<file path="src/rtl/eth_rx_sched.sv">
// eth_rx_sched: packet RAM bank scheduler between the RX capture writer,
// the frame parser and the payload consumer.
//
// Each bank moves FREE -> CAPT -> FILLED -> PARSE -> PAYLD -> FREE. A parse
// ends either on par_ok or on a watchdog timeout, because the parser goes
// back to idle without any notification on non-IP/non-UDP frames.
//
// Handshakes: all inputs (cap_done, par_ok, pay_ack) are single-cycle
// pulses sampled on the rising clock edge. Each is acted on only when the
// matching ownership flag (cap_rdy, par_busy, pay_valid) is high in that
// cycle. All outputs are registered.
module eth_rx_sched #(
    parameter int NBUF    = 2,
    parameter int BANK_W  = (NBUF > 2) ? $clog2(NBUF) : 1,
    parameter int ADDR_W  = 9,
    parameter int TIMEOUT = 1024,
    parameter int CNT_W   = 16
) (
    input  logic              clk,
    input  logic              rst,
    output logic              cap_rdy,
    output logic [BANK_W-1:0] cap_bank,
    input  logic              cap_done,
    output logic              newpacket,
    output logic [BANK_W-1:0] par_bank,
    output logic              par_busy,
    input  logic              par_ok,
    input  logic [ADDR_W-1:0] par_last_addr,
    output logic              pay_valid,
    output logic [BANK_W-1:0] pay_bank,
    output logic [ADDR_W-1:0] pay_last_addr,
    input  logic              pay_ack,
    output logic [CNT_W-1:0]  pkt_cnt,
    output logic [CNT_W-1:0]  drop_cnt,
    output logic [CNT_W-1:0]  ovf_cnt
);

    localparam int TMR_W = $clog2(TIMEOUT) + 1;
    localparam logic [TMR_W-1:0]  TMR_LAST = TMR_W'(TIMEOUT - 1);
    localparam logic [BANK_W-1:0] PTR_LAST = BANK_W'(NBUF - 1);

    typedef enum logic [2:0] {B_FREE, B_CAPT, B_FILLED, B_PARSE, B_PAYLD} bank_st_t;
    typedef enum logic {P_IDLE, P_RUN} p_state_t;

    bank_st_t          bank_st [NBUF];
    p_state_t          p_state, p_next;
    logic [TMR_W-1:0]  timer;

    logic [BANK_W-1:0] q_mem [NBUF];
    logic [BANK_W-1:0] q_wr, q_rd;
    logic [BANK_W:0]   q_cnt;
    logic [BANK_W-1:0] q_head;

    logic              any_free;
    logic [BANK_W-1:0] free_idx;
    logic              alloc, cap_push, cap_ovf, pay_rel;
    logic              launch, par_hit, par_exp;

    function automatic logic [BANK_W-1:0] ptr_inc(input logic [BANK_W-1:0] p);
        return (p == PTR_LAST) ? '0 : p + 1'b1;
    endfunction

    assign q_head   = q_mem[q_rd];
    assign par_busy = (p_state == P_RUN);
    assign alloc    = !cap_rdy && any_free;
    assign cap_push = cap_done && cap_rdy;
    assign cap_ovf  = cap_done && !cap_rdy;
    assign pay_rel  = pay_ack && pay_valid;

    // Lowest-index FREE bank for the next capture allocation
    always_comb begin
        any_free = 1'b0;
        free_idx = '0;
        for (int i = NBUF - 1; i >= 0; i--) begin
            if (bank_st[i] == B_FREE) begin
                any_free = 1'b1;
                free_idx = BANK_W'(i);
            end
        end
    end

    // Parser FSM state register
    always_ff @(posedge clk or posedge rst) begin
        if (rst) p_state <= P_IDLE;
        else     p_state <= p_next;
    end

    // Parser FSM next state
    always_comb begin
        p_next = p_state;
        case (p_state)
            P_IDLE: if (launch) p_next = P_RUN;
            P_RUN:  if (par_hit || par_exp) p_next = P_IDLE;
            default: p_next = P_IDLE;
        endcase
    end

    // Parser FSM decodes: launch only with nothing in PARSE or PAYLD; par_ok beats expiry
    always_comb begin
        launch  = (p_state == P_IDLE) && (q_cnt != '0) && !pay_valid;
        par_hit = (p_state == P_RUN) && par_ok;
        par_exp = (p_state == P_RUN) && !par_ok && (timer == TMR_LAST);
    end

    // Parser start pulse, bank select and watchdog timer
    always_ff @(posedge clk or posedge rst) begin
        if (rst) begin
            newpacket <= 1'b0;
            par_bank  <= '0;
            timer     <= '0;
        end else begin
            newpacket <= launch;
            if (launch) begin
                par_bank <= q_head;
                timer    <= '0;
            end else if (p_state == P_RUN) begin
                timer    <= timer + 1'b1;
            end
        end
    end

    // Capture bank offer: re-allocate only once the previous offer is gone
    always_ff @(posedge clk or posedge rst) begin
        if (rst) begin
            cap_rdy  <= 1'b0;
            cap_bank <= '0;
        end else if (alloc) begin
            cap_rdy  <= 1'b1;
            cap_bank <= free_idx;
        end else if (cap_push) begin
            cap_rdy  <= 1'b0;
        end
    end

    // Per-bank lifecycle; concurrent events always target different banks
    always_ff @(posedge clk or posedge rst) begin
        if (rst) begin
            for (int i = 0; i < NBUF; i++) bank_st[i] <= B_FREE;
        end else begin
            if (alloc)    bank_st[free_idx] <= B_CAPT;
            if (cap_push) bank_st[cap_bank] <= B_FILLED;
            if (launch)   bank_st[q_head]   <= B_PARSE;
            if (par_hit)  bank_st[par_bank] <= B_PAYLD;
            if (par_exp)  bank_st[par_bank] <= B_FREE;
            if (pay_rel)  bank_st[pay_bank] <= B_FREE;
        end
    end

    // Fill queue pointers and occupancy (never overflows: one entry per bank)
    always_ff @(posedge clk or posedge rst) begin
        if (rst) begin
            q_wr  <= '0;
            q_rd  <= '0;
            q_cnt <= '0;
        end else begin
            if (cap_push) q_wr <= ptr_inc(q_wr);
            if (launch)   q_rd <= ptr_inc(q_rd);
            case ({cap_push, launch})
                2'b10:   q_cnt <= q_cnt + 1'b1;
                2'b01:   q_cnt <= q_cnt - 1'b1;
                default: q_cnt <= q_cnt;
            endcase
        end
    end

    // Fill queue storage
    always_ff @(posedge clk) begin
        if (cap_push) q_mem[q_wr] <= cap_bank;
    end

    // Payload hand-off to the consumer
    always_ff @(posedge clk or posedge rst) begin
        if (rst) begin
            pay_valid     <= 1'b0;
            pay_bank      <= '0;
            pay_last_addr <= '0;
        end else begin
            if (par_hit) begin
                pay_valid     <= 1'b1;
                pay_bank      <= par_bank;
                pay_last_addr <= par_last_addr;
            end else if (pay_rel) begin
                pay_valid     <= 1'b0;
            end
        end
    end

    // Saturating status counters
    always_ff @(posedge clk or posedge rst) begin
        if (rst) begin
            pkt_cnt  <= '0;
            drop_cnt <= '0;
            ovf_cnt  <= '0;
        end else begin
            if (pay_rel && (pkt_cnt  != '1)) pkt_cnt  <= pkt_cnt  + 1'b1;
            if (par_exp && (drop_cnt != '1)) drop_cnt <= drop_cnt + 1'b1;
            if (cap_ovf && (ovf_cnt  != '1)) ovf_cnt  <= ovf_cnt  + 1'b1;
        end
    end

endmodule
</file>
<file path="config.mk">
export PLATFORM = sky130hd
export DESIGN_NAME = eth_rx_sched
export DESIGN_NICKNAME = d
export VERILOG_FILES = /design/src/rtl/eth_rx_sched.sv
export SDC_FILE = /design/constraint.sdc
export NUM_CORES = 1
export LEC_CHECK = 0
export CAP_MARGIN = 20
export CORE_ASPECT_RATIO = 0.5
export CORE_MARGIN = 10
export CORE_UTILIZATION = 40
export CTS_CLUSTER_SIZE = 24
export DETAILED_ROUTE_END_ITERATION = 7
export GPL_TIMING_DRIVEN = 0
export PLACE_DENSITY = 0.75
export SLEW_MARGIN = 20
export SYNTH_ARGS = -nofsm -noshare
export SYNTH_HDL_FRONTEND = slang
export SYNTH_SLANG_ARGS = --single-unit
</file>
<file path="constraint.sdc">
create_clock -name clk -period 9.3 [get_ports clk]
set_input_delay 2.79 -clock clk [delete_from_list [all_inputs] [get_ports clk]]
set_output_delay 2.79 -clock clk [all_outputs]
set_load 0.02 [all_outputs]
</file>
# == Word level (Yosys, flattened, before mapping) ==
# Memory sizes are Yosys's and may differ from the RTL's.
# Cells that the tools add are included.
# W data, S select, Z words.
# word_totals
register_bits,85
ram_bits,2
out_inout_bits,64
elab_cells,125
memories,1
# op_classes
n_addsub,8
n_lt_le_gt_ge,10
n_eq_ne,6
n_mux,33
bitwise_logic,22
reduce_logical,28
# memory_table
memory,depth,word_bits,read_ports,rd_ports_with_merged_regs,wr,line,rtl
q_mem,2,1,1,0,1,49,logic [BANK_W-1:0] q_mem [NBUF];
# op_table
operator,n
$add A16 B1 Y16 const B,3
$ne A16 B16 Y1 const B,3
$mux W6,6
$mux W11,2
$logic_and A1 B1 Y1,17
$demux W3 S1,5
$mux W3,5
$mux W1,13
$and A4 B4 Y4,3
$and A6 B6 Y6,2
$not A4 Y4,3
$not A6 Y6,2
$add A11 B1 Y11 const B,1
$eq A11 B10 Y1 const B,1
$ge A2 B2 Y1 const B,5
$lt A2 B1 Y1 const B,5
$not A1 Y2,5
$reduce_bool A2 Y1,5
$logic_not A3 Y1,2
$or A2 B2 Y2,3
$or A4 B4 Y4,1
$pmux W2 S2,1
$logic_not A1 Y1,3
$add A1 B1 Y1 const B,2
other kinds (9),9

# == Depth between registers and ports, before layout ==
# Gate-level depths: netlist of run 1.
# depth
depth_word,21
mapped_depth,8
ltp_nobuf,7

# == Worst setup path before layout of run 1 ==
# No wires, ideal clock.
# synth_timing
path_type,input -> register
from,input port par_ok
to,register drop_cnt[3]
setup_time_ns,0.131
arrival_time_ns,3.829
t_required_ns,9.169
slack_ns,5.340
path_stages,7
path_buffers,2
cell_sequence,nor3b_1 -> and4bb_2 -> and2_1 -> buf_6 -> buf_12 -> nand4_1 -> xnor2_1
# synth_via
elab_chain_cells,4
# synth_lines
element,line,rtl
start: declaration,27,"input logic par_ok,"
$logic_not A1 Y1,102,par_exp = (p_state == P_RUN) && !par_ok && (timer == TMR_LAST);
$logic_and A1 B1 Y1 (2 in series),102,
$logic_and A1 B1 Y1,196,if (par_exp && (drop_cnt != '1)) drop_cnt <= drop_cnt + 1'b1;
end signal: assignment,196,
end: declaration,34,"output logic [CNT_W-1:0] drop_cnt,"
# Every way passes these cells.
# A chain may end at the register's enable or synchronous reset.

# == Worst setup path in the final report of run 1 ==
# Same ends and word-level chain as after synthesis.

==> results of run 1 <==
-- layer usage --
metal / share of wire, % / track usage, % / up-vias
met3: 3.0 / 3.00 / 6
met4: 1.3 / 3.91 / 0
met2: 51 / 21.5 / 43
met1: 45 / 13.9 / 1420
li1: - / - / 1414
met5: 0 / 0 / -
-- final cells by class --
class                           count  area share, %
Clock buffer                       15           5.02
Sequential cell                    87           42.6
Clock inverter                      1         0.0975
Timing Repair Buffer               78           15.4
Inverter                           10          0.780
Multi-Input combinational cell    246           31.8
Tap cell                          135           3.29
Buffer                              6          0.951
-- flip-flops by register name, indices dropped and copies added, names as in the netlist --
register	flops
cap_rdy	1
bank_st	6
pay_bank	1
timer	11
newpacket	1
ovf_cnt	16
par_busy	1
pay_last_addr	9
cap_bank	1
par_bank	1
q_rd	1
q_mem	2
pkt_cnt	16
drop_cnt	16
q_cnt	2
pay_valid	1
q_wr	1
-- through the flow --
stage / total power [mW] / setup slack, ns / hold WS [ns] / instance area [sq um] / utilization, %
finish: 1.33 / 4.91 / 0.482 / 5130 / 54.1
global route: 1.42 / 4.77 / 0.497 / 5130 / 54.1
CTS: 1.36 / 4.90 / 0.478 / 5130 / 54.1
detailed placement: 1.02 / 4.55 / 0.466 / 4870 / 51.4
global placement: 1.01 / 2.88 / 0.463 / 4850 / 51.1
floorplan: 0.826 / 4.32 / 0.444 / 3910 / -
-- power groups by stage --
stage / sequential (mW) / combinational (mW) / clock, mW
after floorplan: 0.627 / 0.199 / 0
after global placement: 0.566 / 0.442 / 0
after detailed placement: 0.570 / 0.454 / 0
after CTS: 0.564 / 0.457 / 0.334
after global routing: 0.580 / 0.492 / 0.353
final: 0.564 / 0.448 / 0.321
-- worst reg2reg max path, cell delays in order (launching register included) --
cell	delay, ns
dfrtp_1	0.41
ha_1	0.21
nand3_1	0.11
and4bb_2	0.41
and2_1	0.17
buf_6	0.13
buf_12	0.13
nand4_1	0.11
xnor2_1	0.16
-- cells by family after synthesis --
kind of cell             after synthesis
XOR/XNOR                              50
flip-flops                            87
adder cells (fa/ha/maj)                5
buffers and inverters                 16
AO/OA/AOI/OAI                         37
AND/OR/NAND/NOR                      137
multiplexers                          17
-- path summary, 6_finish.rpt --
kind	from	endpoint	slack, ns	cells after the start
worst max-delay path	par_ok	drop_cnt[3]	4.91	8
worst max register to register	timer[0]	drop_cnt[3]	7.34	8
worst min register to register	q_cnt[1]	q_cnt[1]	0.48	1
worst min-delay path	q_cnt[1]	q_cnt[1]	0.48	1
min in group asynchronous	rst	pay_last_addr[2]	2.89	2
max in group asynchronous	rst	timer[9]	5.79	3
-- layout by cell type, fill, tap and decap left out, types with 2 or more instances in the layout --
cell type and n:
nand3_1 20, mux2i_1 3, nand4_1 22, and3_1 10
nor4_1 5, o21ai_0 8, nand2b_1 2, and4_1 5
a211oi_1 2, nor2_1 31, xnor2_1 37, a31oi_1 5
clkbuf_16 9, a221oi_1 2, clkdlybuf4s50_1 77, xor2_1 13
edfxtp_1 2, nor3_1 4, inv_1 9, nor2b_1 2
clkbuf_1 7, buf_12 2, and2_1 3, a21boi_0 3
mux2_2 14, dfrtp_1 85, a21oi_1 9, ha_1 5
buf_2 2, nand2_1 28
==> impl_metrics.json, run 1 <==
{
  "synth_cells": 349,
  "grt_pass1_vias": 2950,
  "p_sw_mw": 0.453,
  "cts_max_level": 3,
  "post_drt_wl_per_cell_um": 15.0,
  "dp_cells": 562,
  "synth_fp_nets": 368,
  "comb_power_share_pct": 33.6,
  "yosysUniqueCellTypes": 42,
  "p_per_area_nw_per_um2": 260,
  "yosys-top-cells-count": "dfrtp_1, xnor2_1, nor2_1",
  "antenna_cells": 0,
  "period_minus_slack_ns": 4.39,
  "path_max_fanout": 10,
  "fin_tns_setup_ns": 0,
  "synthXorXnorAreaFrac_pct": 11.2,
  "slowest_stage": "clkdlybuf4s50_1",
  "synth-edff-count": 2,
  "final_hold_viol_count": 0,
  "yosysWarnings": 0,
  "cts_setup_buffers": 0,
  "drt-initial-drc-count": 138,
  "cp.arrival_ns": 4.58,
  "clk_latency_ns": 0.32,
  "synth_most_common_cell": "dfrtp_1",
  "cts_hold_buf": 0,
  "cts_root_buf": "clkbuf_16",
  "area_growth_pct": 31.4,
  "wl_um": 8650,
  "cp_cell_sequence": "clkdlybuf4s50_1 -> nor3b_1 -> and4bb_2 -> and2_1 -> buf_6 -> buf_12 -> nand4_1 -> xnor2_1",
  "num_rows": 25,
  "setup_viol": 0,
  "finClkSkew_ns": 0.00505,
  "start_util_pct": 41.2,
  "grt_usage_pct": 12.1,
  "synth_fa_ha_area_share_pct": 1.60,
  "ys_seq_area_share_pct": 56.0,
  "yosys-top-cells-area": "dfrtp_1, xnor2_1, mux2_2",
  "seq_power_share_pct": 42.3,
  "seqCellArea_sq_um": 2190,
  "synthMuxAreaShare_pct": 4.80,
  "grt_max_degree": 45,
  "end_kind": "register",
  "synth_top_cell_by_area": "dfrtp_1",
  "routed-via-count": 2883,
  "ys.flop_type": "dfrtp_1",
  "hp-class": "register to register",
  "drive_gt1_share_pct": 7.90,
  "synth_top_family_by_area": "simple AND/OR/NAND/NOR gates",
  "fp.dieH_um": 89.9,
  "avgSynthCellArea_sq_um": 11.2,
  "p_leak_nw": 2.17,
  "drc_errors": 0,
  "p_int_mw": 0.880,
  "multi_input_area_sq_um": 1630,
  "max_freq_mhz": 228,
  "clk_pin_slew_ns": 0.06,
  "yosys.area.top_type_share_pct": 54.5,
  "maxCapViolations": 0,
  "synth_compound_area_share_pct": 5.99,
  "firstDrtPassIters": 4,
  "die_w_um": 160,
  "tritoncts": "yes",
  "critPathLaunchType": "input pin",
  "worst_slew_margin_rel_pct": 55.1,
  "nets": 457,
  "netlist_area_sq_um": 3910,
  "overflow": 0,
  "antenna_found_initial": 0,
  "swShare_pct": 34.0,
  "crit_family": "simple AND/OR/NAND/NOR gates",
  "vias_per_cell": 4.99,
  "instances_no_fill": 578,
  "critPathMaxStageDelay_ns": 0.51,
  "rsz0062_at_grt": "no",
  "cts_made_buffers": 9,
  "crit_buf_inv": 3,
  "place.detailed.hpwl_um": 6500,
  "finalWeightedCongestion": 0.817,
  "report.final.slew_viol_count": 0,
  "yosys.area_share.simple_pct": 18.2,
  "cts_num_sinks": 87,
  "antenna_left": 0,
  "synth_seq_cells": 87,
  "grt_pass1_wl_um": 14600,
  "num_io_pins": 78,
  "die_area_sq_um": 14400,
  "status": "complete, no violations",
  "ctsResizeCount": 0,
  "io_buffer_count": 77,
  "critPathRequiredTime_ns": 9.50,
  "path_class": "input pin to register",
  "fill_cells": 836,
  "peakVddDrop_v": 0.000180,
  "tightest_slew_ns": 0.674,
  "period_share_pct": 47.2,
  "p_clk_share_pct": 24.1,
  "core_area_sq_um": 9480,
  "ys_async_sr_fraction_pct": 97.7,
  "clock_path_buffers": 2
}
Note: power is estimated with default switching activity, not from simulation.
==> inputs of run 2 (changes only) <==
- PLACE_DENSITY: 0.75 -> 0.77
- clock period: 9.3 -> 4 ns (I/O delays scaled with it)
==> run 2 against run 1 <==
  * Via count decreased by 0.17%
  * Register-to-register slack got worse by 5.3 ns
  * Die area unchanged
  * Total power increased by 130%
  * Routed wire length increased by 0.43%
  * Sequential share of layout area decreased by 0.17 points
  * Clock-buffer cell count decreased by 6
  * Largest cell class unchanged
  * Utilization increased by 0.21 points
  * Critical path depth decreased by 2
==> impl_metrics.json, run 2 (synthesis gave the netlist of run 1 again) <==
{
  "ctsResizeCount": 0,
  "grt_pass1_vias": 2989,
  "start_util_pct": 41.2,
  "maxCapViolations": 0,
  "path_max_fanout": 6,
  "p_per_area_nw_per_um2": 607,
  "die_area_sq_um": 14400,
  "report.final.slew_viol_count": 0,
  "r2r-end": "drop_cnt[3]",
  "fill_cells": 807,
  "max_freq_mhz": 357,
  "antenna_left": 0,
  "grt_pass1_wl_um": 14900,
  "cts_num_sinks": 87,
  "routed-via-count": 2878,
  "worst_slew_margin_rel_pct": 54.8,
  "area_growth_pct": 31.9,
  "tritoncts": "yes",
  "final_cell_mix": "dfrtp_1, clkdlybuf4s50_1, xnor2_1",
  "post-place-ws_ns": 0.807,
  "critPathLaunchType": "input pin",
  "holdCritStartpoint": "q_cnt[1]",
  "seq_power_share_pct": 42.2,
  "final_hold_viol_count": 0,
  "comb_power_share_pct": 33.5,
  "cts_max_level": 3,
  "post_drt_wl_per_cell_um": 15.0,
  "clk_latency_ns": 0.33,
  "p_int_mw": 2.03,
  "stdcell_area_sq_um": 5150,
  "critPathLaunch": "cap_done",
  "rsz0062_at_grt": "no",
  "cts_root_buf": "clkbuf_16",
  "grt_usage_pct": 12.2,
  "swShare_pct": 35.1,
  "end_kind": "register",
  "finClkSkew_ns": 0.00500,
  "r2r_start": "timer[0]",
  "cts_made_buffers": 9,
  "place.detailed.hpwl_um": 6470,
  "peakVddDrop_v": 0.000332,
  "antenna_found_initial": 0,
  "status": "complete, no violations",
  "r2r_cells": 8,
  "grt_max_degree": 58,
  "largestRegisters": "drop_cnt x16, ovf_cnt x16, pkt_cnt x16",
  "seqCellArea_sq_um": 2190,
  "multi_input_area_sq_um": 1630,
  "path_class": "input pin to register",
  "period_share_pct": 70.1,
  "period_minus_slack_ns": 2.80,
  "wl_um": 8690,
  "final_core_util_pct": 54.3,
  "finalWeightedCongestion": 0.806,
  "critPathRequiredTime_ns": 4.21,
  "p_clk_share_pct": 24.3,
  "clk_pin_slew_ns": 0.06,
  "core_area_sq_um": 9480,
  "cts_setup_buffers": 0,
  "fin_ws_ns": 1.20,
  "drc_errors": 0,
  "setup_viol": 0,
  "clock_path_buffers": 2,
  "cts_hold_buf": 0,
  "drive_gt1_share_pct": 9.03,
  "endpoint": "ovf_cnt[13]",
  "r2r_slack_ns": 2.04,
  "place_area_sq_um": 4880,
  "p_sw_mw": 1.10,
  "drt-initial-drc-count": 113,
  "tightest_slew_ns": 0.678,
  "final_common_cell": "dfrtp_1",
  "cp.arrival_ns": 3.02,
  "p_leak_nw": 2.18,
  "io_buffer_count": 77,
  "overflow": 0,
  "num_io_pins": 78,
  "antenna_cells": 0,
  "fp.dieH_um": 89.9,
  "vias_per_cell": 4.98,
  "num_rows": 25,
  "firstDrtPassIters": 4,
  "nets": 457,
  "die_w_um": 160,
  "hp-class": "register to register"
}
run 2: cell types whose count changed in the layout (fill, tap and decap cells not counted), sizes merged:
cell | before | now
clkinvlp | 0 | 3
clkinv | 1 | 4
clkbuf | 17 | 11
run 2: per-layer routing:
metal	track usage, %	part of all wire (%)	vias to the layer above
met1	14.6	45	1407
met5	0	0	-
met2	21.6	51	42
met3	2.87	2.9	8
li1	-	-	1421
met4	3.60	1.4	0
run 2: how the worst min path moves through the flow:
stage,to,cells after the start
CTS,q_cnt[1],1
finish,q_cnt[1],1
global route,q_cnt[1],1
detailed placement,q_cnt[1],1
floorplan,q_cnt[1],1
global placement,timer[10],1
run 2: stage by stage:
| step | instances | TNS, ns | power, mW | hold WS [ns] |
|---|---|---|---|---|
| after floorplan | 349 | 0 | 1.92 | 0.444 |
| after global placement | 561 | -67.09 | 2.35 | 0.463 |
| after detailed placement | 562 | 0 | 2.39 | 0.466 |
| after CTS | 578 | 0 | 3.17 | 0.472 |
| after global routing | 578 | 0 | 3.32 | 0.499 |
| final | 578 | 0 | 3.13 | 0.477 |
run 2: layout make-up:
class,instances,share of cell area [%]
inverter,10,0.777
tap,135,3.28
clock buffer,9,4.37
sequential,87,42.5
multi-input combinational,246,31.7
timing repair buffer,78,15.5
buffer,6,0.947
clock inverter,7,0.972
run 2: power by group through the flow:
stage / combinational, mW / clock (mW) / sequential (mW)
final: 1.05 / 0.760 / 1.32
after global placement: 1.03 / 0 / 1.32
after global routing: 1.13 / 0.828 / 1.35
after floorplan: 0.463 / 0 / 1.46
after CTS: 1.07 / 0.782 / 1.32
after detailed placement: 1.06 / 0 / 1.33
run 2: worst max-delay path, stage by stage:
cell and delay [ns]:
clkdlybuf4s50_1 0.56, nor2b_1 0.22, nand4_1 0.20, a211oi_1 0.51, nand4_1 0.18, xnor2_1 0.15
